--- src/rtl/fpadd_pkg.sv ---
// Shared constants for the streaming FP-adder controller and its result FIFO.
package fpadd_pkg;
    localparam int FP_W          = 32;
    localparam int FPADD_LATENCY = 2;
    localparam int RESULT_DEPTH  = 4;
endpackage

--- src/rtl/fp_result_fifo.sv ---
// Single-clock result FIFO. The producer never pushes into a full FIFO
// because the controller only issues against free credits; the push guard
// below is a backstop, not the flow-control mechanism.
module fp_result_fifo
    import fpadd_pkg::*;
#(
    parameter int W     = FP_W,
    parameter int DEPTH = RESULT_DEPTH
) (
    input  logic                     clk,
    input  logic                     reset,
    input  logic                     push,
    input  logic [W-1:0]             push_data,
    input  logic                     pop,
    output logic [W-1:0]             head,
    output logic                     empty,
    output logic [$clog2(DEPTH):0]   count
);
    localparam int AW = $clog2(DEPTH);

    logic [W-1:0]  mem [DEPTH];
    logic [AW-1:0] wr_ptr;
    logic [AW-1:0] rd_ptr;
    logic [AW:0]   count_q;
    logic          do_push;
    logic          do_pop;

    // Qualify requests against the current occupancy.
    always_comb begin
        do_push = push && (count_q < (AW+1)'(DEPTH));
        do_pop  = pop && (count_q != '0);
        empty   = (count_q == '0);
        head    = mem[rd_ptr];
        count   = count_q;
    end

    // Storage array; written at the write pointer, never reset.
    always_ff @(posedge clk) begin
        if (do_push) begin
            mem[wr_ptr] <= push_data;
        end
    end

    // Pointers wrap naturally at DEPTH (power of two); count tracks occupancy.
    always_ff @(posedge clk or negedge reset) begin
        if (!reset) begin
            wr_ptr  <= '0;
            rd_ptr  <= '0;
            count_q <= '0;
        end else begin
            if (do_push) begin
                wr_ptr <= wr_ptr + 1'b1;
            end
            if (do_pop) begin
                rd_ptr <= rd_ptr + 1'b1;
            end
            case ({do_push, do_pop})
                2'b10:   count_q <= count_q + 1'b1;
                2'b01:   count_q <= count_q - 1'b1;
                default: count_q <= count_q;
            endcase
        end
    end
endmodule

--- src/rtl/fpadd_stream_ctrl.sv ---
// Streaming controller around a fixed-latency, non-stallable FP adder.
// Operands are registered into the adder, a valid shift register tracks
// sums in flight, and returning sums land in a small result FIFO.
//
// Handshake: a transfer happens on a rising edge where valid and ready are
// both high. in_ready depends only on registered state (credits), so the
// producer may hold in_valid while waiting. out_valid never drops without a
// pop, and out_data is stable while out_valid is high and out_ready is low.
module fpadd_stream_ctrl
    import fpadd_pkg::*;
#(
    parameter int LATENCY = FPADD_LATENCY,
    parameter int DEPTH   = RESULT_DEPTH
) (
    input  logic            clk,
    input  logic            reset,
    input  logic            in_valid,
    output logic            in_ready,
    input  logic [FP_W-1:0] in_A,
    input  logic [FP_W-1:0] in_B,
    output logic [FP_W-1:0] add_A,
    output logic [FP_W-1:0] add_B,
    input  logic [FP_W-1:0] add_out,
    output logic            out_valid,
    input  logic            out_ready,
    output logic [FP_W-1:0] out_data,
    output logic            busy
);
    localparam int CW = $clog2(DEPTH) + 1;

    logic               run_q;
    logic [LATENCY-1:0] vpipe;
    logic [CW-1:0]      fifo_count;
    logic               fifo_empty;
    logic [31:0]        inflight;
    logic [31:0]        occupancy;
    logic               issue;
    logic               push;
    logic               pop;

    // Credit check: sums in flight plus buffered sums must leave room, so
    // every returning sum is guaranteed a FIFO slot.
    always_comb begin
        inflight = '0;
        for (int i = 0; i < LATENCY; i++) begin
            inflight = inflight + {31'b0, vpipe[i]};
        end
        occupancy = inflight + {{(32-CW){1'b0}}, fifo_count};
        in_ready  = run_q && (occupancy < 32'(DEPTH));
        issue     = in_valid && in_ready;
        push      = vpipe[LATENCY-1];
        out_valid = !fifo_empty;
        pop       = out_valid && out_ready;
        busy      = (|vpipe) || !fifo_empty;
    end

    // run_q holds in_ready low until the first edge after reset release.
    always_ff @(posedge clk or negedge reset) begin
        if (!reset) begin
            run_q <= 1'b0;
        end else begin
            run_q <= 1'b1;
        end
    end

    // Operand registers feeding the adder; they hold between issues.
    always_ff @(posedge clk or negedge reset) begin
        if (!reset) begin
            add_A <= '0;
            add_B <= '0;
        end else if (issue) begin
            add_A <= in_A;
            add_B <= in_B;
        end
    end

    if (LATENCY == 1) begin : g_lat1
        // Single-stage valid tracker.
        always_ff @(posedge clk or negedge reset) begin
            if (!reset) begin
                vpipe <= '0;
            end else begin
                vpipe <= issue;
            end
        end
    end else begin : g_latn
        // Valid tracker shifts every cycle because the adder never stalls.
        always_ff @(posedge clk or negedge reset) begin
            if (!reset) begin
                vpipe <= '0;
            end else begin
                vpipe <= {vpipe[LATENCY-2:0], issue};
            end
        end
    end

    fp_result_fifo #(
        .W     (FP_W),
        .DEPTH (DEPTH)
    ) u_fifo (
        .clk       (clk),
        .reset     (reset),
        .push      (push),
        .push_data (add_out),
        .pop       (pop),
        .head      (out_data),
        .empty     (fifo_empty),
        .count     (fifo_count)
    );
endmodule

--- config.mk ---
export PLATFORM = sky130hd
export DESIGN_NAME = fpadd_stream_ctrl
export DESIGN_NICKNAME = d
export VERILOG_FILES = /design/src/rtl/fpadd_pkg.sv /design/src/rtl/fp_result_fifo.sv /design/src/rtl/fpadd_stream_ctrl.sv
export SDC_FILE = /design/constraint.sdc
export NUM_CORES = 1
export LEC_CHECK = 0
export CAP_MARGIN = 30
export CORE_ASPECT_RATIO = 0.5
export CORE_UTILIZATION = 29
export CTS_BUF_LIST = sky130_fd_sc_hd__clkbuf_4
export DETAILED_ROUTE_END_ITERATION = 6
export SLEW_MARGIN = 20
export SYNTH_ARGS = -nofsm -noshare
export SYNTH_HDL_FRONTEND = slang
export SYNTH_SLANG_ARGS = --single-unit
--- constraint.sdc ---
create_clock -name clk -period 2.7 [get_ports clk]
set_input_delay 0.54 -clock clk [delete_from_list [all_inputs] [get_ports clk]]
set_output_delay 0.54 -clock clk [all_outputs]
set_load 0.1 [all_outputs]
==> run summary, run 1 <==
total number of yosys warnings -> 0
worst r2r dst -> add_A[4]$_DFFE_PN0P_
Pre-antenna DRT Iters -> 5
PnR worst setup slack -> 0.138 ns
top cell type by total area after synthesis -> edfxtp_1
outcome -> finished clean
synth-to-layout area growth -> 44.4%
reg2reg setup slack -> 0.60 ns
CTS H-Tree Depth -> 2
Synth Flop Type -> edfxtp_1
CTS tree -> built
Crit path max-delay family -> multiplexers
ys async rst share -> 0.366
clock root cell -> clkbuf_4
worst setup path category -> reg -> out
Nets -> 709
Area contributors post-synth -> edfxtp_1, dfrtp_1, mux4_2, mux2_1, mux2_2
CP Capture Type -> primary output
via count -> 4163
Worst-Skew Late Latency -> 0.64 ns
post-synthesis cell count -> 352
total grt overflow -> 0
Max clock buf depth -> 3
Fillers -> 2337
syn_area_per_cell -> 21.4 um2
All-Layer GR Usage -> 0.123
crit share post-route -> 0.949
Synth Cell Area -> 7530 um2
max cap viols -> 0
vias in the first global route -> 4591
#FFs+latches synth -> 202
Final HPWL DP -> 10.5 mm
# setup viols final -> 0
unrepaired setup endpoints after global routing -> true
Max Clock Freq -> 0.390 GHz
Hold Path Class -> in -> async
number of synthesized flops with an enable pin -> 128
Clk pin slew, worst setup/hold paths -> 0.07 ns
crit-path max FO -> 18
Syn Nets -> 459
Post-Place Cells -> 892
Most common cell on crit path -> buf_12
initial antenna violation count -> 1
worst clock skew -> 0.0332 ns
Post-Route WL -> 16.1 mm
Reg2Reg Depth -> 5
core area -> 25300 um2
Die Ht -> 116 um
critical path arrival -> 2.02 ns
Worst-Margin Slew -> 0.533 ns
Die X-Extent -> 230 um
count leader, synth -> edfxtp_1
first-pass GRT wire length -> 24.9 mm
Worst path depth -> 3
clk sinks -> 202
GP Congestion -> 0.667
DRC errors left -> 0
area of the die -> 26700 um2
Worst R2R Start -> u_fifo.count[0]$_DFFE_PN0P_
Yosys cell types -> 27
Fin. Hold Viols -> 0
slew margin rel. -> 0.645
Slew Viols, Final -> 0
DR vias/cell -> 4.23
routed len/inst -> 16.4 um
placed inst area -> 10200 um2
critical-path cell list -> buf_12, mux4_2, buf_12
pin count of the biggest net entering global routing -> 51
Iteration-0 DRC Markers -> 175
slowest cell delay on critical path -> 0.57 ns
io pins -> 199
Critical Path Sink -> out_data[14]
Tmin final -> 2.56 ns
non-filler cells, final -> 983
Routed Antenna Nets -> 0
Worst setup startpoint -> u_fifo.rd_ptr[0]$_DFFE_PN0P_
num rows -> 41
Required @ worst endpoint -> 2.16 ns
slowest CP cell -> mux4_2
Buffers on Ports -> 198
Synth top cells by count -> edfxtp_1, dfrtp_1, mux2_1, mux4_2, mux2_2
Yosys top cell area share -> 0.510
startpoint types -> flip-flop
setup TNS -> 0 ns
worst path bufs/invs -> 2
post-place setup slack -> 0.369 ns
layout cells sized above 1 -> 0.392
Initial Util -> 0.297
CTS buffer count -> 49
design area -> 10900 um2
Seq/Total Area, Yosys -> 0.756
[what timing repair did]
action / in CTS / in global routing
hold endpoints to repair: 24 / 0
setup buffers: 0 / 2
gates resized for setup: 7 / 2
hold buffers: 1 / 0
setup endpoints to repair: 33 / 8
[cells in the final DEF, fill, tap and decap left out]
master,Yosys,final
mux2_1,49,49
ha_1,6,6
fa_1,1,1
or3_1,2,1
mux2i_1,1,1
a21oi_2,0,1
buf_6,5,1
bufinv_16,0,2
and2_1,5,1
inv_2,0,1
inv_1,7,7
clkbuf_4,0,73
mux2_2,15,15
dfrtp_1,74,71
a21o_1,1,1
clkdlybuf4s50_1,0,98
or3_4,0,1
dlygate4sd3_1,0,1
dfrtp_2,0,3
and2_2,0,4
nand2b_1,1,1
edfxtp_1,128,128
diode_2,0,1
clkinv_1,0,10
buf_12,0,38
buf_4,1,77
nor2_1,1,1
conb_1,1,1
nand2_1,1,1
a211oi_4,0,1
nor2b_1,1,1
mux4_2,32,32
xor2_1,3,3
o21ai_0,1,1
xnor2_1,3,3
clkinv_2,0,1
nand3_1,1,1
[metal layers]
metal,part of all wire,track usage,vias up
met5,0,0,-
li1,-,-,1898
met3,0.078,0.0512,38
met4,0.020,0.0446,0
met2,0.49,0.203,120
met1,0.41,0.145,2107
[kinds of logic after synthesis]
| group | count (synthesis) | synth area share |
|---|---|---|
| multiplexers | 97 | 0.193 |
| other | 1 | 0.000498 |
| XOR/XNOR | 6 | 0.00698 |
| flip-flops | 202 | 0.756 |
| adder cells (fa/ha/maj) | 7 | 0.0126 |
| AO/OA/AOI/OAI | 4 | 0.00399 |
| buffers and inverters | 23 | 0.0179 |
| AND/OR/NAND/NOR | 12 | 0.00914 |
[state kept, by name, summed over array words and instances (netlist names)]
name,cells
u_fifo.rd_ptr,2
add_B,32
run_q,1
add_A,32
vpipe,2
u_fifo.mem,128
u_fifo.wr_ptr,2
u_fifo.count,3
[metrics by stage]
stage	util	hold WS, ns
4_1_cts	0.428	0.285
3_3_place_gp	0.401	0.391
5_1_grt	0.429	0.296
3_5_place_dp	0.401	0.396
6_report	0.429	0.351
2_1_floorplan	-	0.244
[worst min-delay path by stage]
stage	to	slack, ns
6_report	add_B[26]$_DFFE_PN0P_	0.35
2_1_floorplan	add_A[0]$_DFFE_PN0P_	0.24
4_1_cts	add_A[23]$_DFFE_PN0P_	0.28
3_3_place_gp	vpipe[1]$_DFF_PN0_	0.39
3_5_place_dp	vpipe[1]$_DFF_PN0_	0.40
5_1_grt	add_B[26]$_DFFE_PN0P_	0.30
[layout make-up]
| cell class | instances | area (um2) | share of cell area |
|---|---|---|---|
| sequential | 202 | 5700 | 0.524 |
| tap | 344 | 430 | 0.0396 |
| multi-input combinational | 127 | 1720 | 0.158 |
| clock inverter | 14 | 106 | 0.00978 |
| antenna | 1 | 2.50 | 0.000230 |
| clock buffer | 73 | 548 | 0.0504 |
| inverter | 7 | 26.3 | 0.00242 |
| timing repair buffer | 215 | 2340 | 0.215 |
Power of run 1 is not shown: default switching activity piles up to over one toggle a cycle in this logic, so the estimate is an artifact.
==> run 2: changes to the inputs <==
--- a/config.mk
+++ b/config.mk
@@ -6,9 +6,10 @@
 export NUM_CORES = 1
 export LEC_CHECK = 0
 export CAP_MARGIN = 30
-export CORE_ASPECT_RATIO = 0.5
+export CORE_ASPECT_RATIO = 0.8
 export CORE_UTILIZATION = 29
 export CTS_BUF_LIST = sky130_fd_sc_hd__clkbuf_4
+export CTS_CLUSTER_DIAMETER = 30
 export DETAILED_ROUTE_END_ITERATION = 6
 export SLEW_MARGIN = 20
 export SYNTH_ARGS = -nofsm -noshare
==> run 2 against run 1 <==
Against the previous run: final area increased by 0.16%; via count is 2.1% higher; clock-buffer cell count increased by 4; highest routed layer unchanged; clock skew is essentially flat; critical path depth is 1 higher; setup slack worse by 0.085 ns; sequential share of layout area down 0.084 points; routed wire length rose by 0.51%; final cell count decreased by 1.9%; maximum frequency shrank 3.2%; critical path type unchanged.
==> run summary, run 2 (synthesis results as in run 1) <==
clock root cell -> clkbuf_4
Multi-input gate area -> 1730 um2
startpoint types -> flip-flop
worst clock skew -> 0.0330 ns
GP Congestion -> 0.751
Max clock buf depth -> 3
Initial Util -> 0.297
Buffers on Ports -> 198
CP Capture Type -> primary output
Fillers -> 2232
first-pass GRT wire length -> 25.4 mm
routed len/inst -> 16.8 um
DRC errors left -> 0
core area -> 25400 um2
Die Ht -> 146 um
initial antenna violation count -> 0
Worst R2R Start -> u_fifo.count[0]$_DFFE_PN0P_
Iteration-0 DRC Markers -> 119
Required @ worst endpoint -> 2.16 ns
# setup viols final -> 0
most common cell after layout, fill and taps aside -> edfxtp_1
critical path arrival -> 2.11 ns
vias in the first global route -> 4840
Hold Path Class -> in -> async
largest registers -> u_fifo.mem (128), add_A (32), add_B (32)
via count -> 4251
CTS buffer count -> 56
design area -> 10900 um2
Reg with most FFs -> u_fifo.mem
FF/Latch Area -> 5700 um2
Worst-Margin Slew -> 0.548 ns
WHS -> 0.350 ns
Post-Route WL -> 16.2 mm
Largest register FFs -> 128
crit-path max FO -> 8
slew margin rel. -> 0.634
pin count of the biggest net entering global routing -> 75
non-filler cells, final -> 964
total grt overflow -> 0
Ant. Diodes -> 0
CTS tree -> built
DR vias/cell -> 4.41
Worst-Skew Late Latency -> 0.64 ns
setup TNS -> 0 ns
crit share post-route -> 0.980
Die X-Extent -> 182 um
area of the die -> 26600 um2
Routed Antenna Nets -> 0
All-Layer GR Usage -> 0.125
clk sinks -> 202
Nets -> 713
outcome -> finished clean
Tmin final -> 2.65 ns
Max Clock Freq -> 0.378 GHz
io pins -> 199
max cap viols -> 0
Fin. Hold Viols -> 0
worst setup path category -> reg -> out
CTS H-Tree Depth -> 2
commonest cells after routing, fill and taps aside -> edfxtp_1, clkdlybuf4s50_1, clkbuf_4
Worst setup startpoint -> u_fifo.rd_ptr[0]$_DFFE_PN0P_
Slew Viols, Final -> 0
unrepaired setup endpoints after global routing -> true
Pre-antenna DRT Iters -> 4
num rows -> 52
Clk pin slew, worst setup/hold paths -> 0.06 ns
layout cells sized above 1 -> 0.398
Final HPWL DP -> 10.0 mm
Post-Place Cells -> 865
placed inst area -> 10100 um2
synth-to-layout area growth -> 44.6%
## run 2: cell types whose count changed in the layout (fill, tap and decap cells not counted), sizes merged, moves of 2 or more
cell    before  now
clkbuf      73   77
bufinv       2    0
clkinv      11   14
buf        116  113
## run 2: path summary, 6_finish.rpt
path,slack (ns),to,cells after the start
setup / recovery,0.05,out_data[31],4
hold / removal,0.35,add_A[19]$_DFFE_PN0P_,2
setup reg to reg,0.45,add_A[1]$_DFFE_PN0P_,5
hold reg to reg,0.43,vpipe[1]$_DFF_PN0_,0
max in group asynchronous,1.76,add_A[0]$_DFFE_PN0P_,3
min in group clk,0.43,vpipe[1]$_DFF_PN0_,0
## run 2: layer usage
layer	up-vias	global-route usage	part of all wire
li1	1902	-	-
met1	2105	0.146	0.41
met2	207	0.199	0.47
met3	37	0.0589	0.11
met4	0	0.0475	0.021
met5	-	0	0
## run 2: final cells by class
cell class	instances	area share
multi-input combinational	127	0.159
sequential	202	0.523
tap	324	0.0372
clock inverter	15	0.00620
clock buffer	77	0.0531
timing repair buffer	212	0.219
inverter	7	0.00241
## run 2: critical path: stages (launching register included)
cell     delay (ns)
dfrtp_2        0.38
buf_12         0.15
buf_12         0.15
mux4_2         0.56
buf_12         0.19
## run 2: stage by stage
stage	setup slack, ns	utilization
after CTS	-0.0258	0.428
after floorplan	0.0921	-
after global placement	0.408	0.397
after detailed placement	0.393	0.397
after global routing	-0.0580	0.429
final	0.0527	0.429
## run 2: repair_timing
item,in CTS,in global routing
gates cloned,3,0
endpoints found under the hold margin,0,23
hold buffers,0,1
buffers inserted,2,0
endpoints found under the setup margin,33,33
resized for setup,6,2
Power of run 2 is left out for the same reason.
==> run 3: changes to the inputs <==
--- a/config.mk
+++ b/config.mk
@@ -11,6 +11,7 @@
 export CTS_BUF_LIST = sky130_fd_sc_hd__clkbuf_4
 export CTS_CLUSTER_DIAMETER = 30
 export DETAILED_ROUTE_END_ITERATION = 6
+export SKIP_LAST_GASP = 1
 export SLEW_MARGIN = 20
 export SYNTH_ARGS = -nofsm -noshare
 export SYNTH_HDL_FRONTEND = slang
==> results of run 3 <==
Same layout as run 2: the final DEF is identical, and so are final timing and power.
Power of run 3 is left out for the same reason.
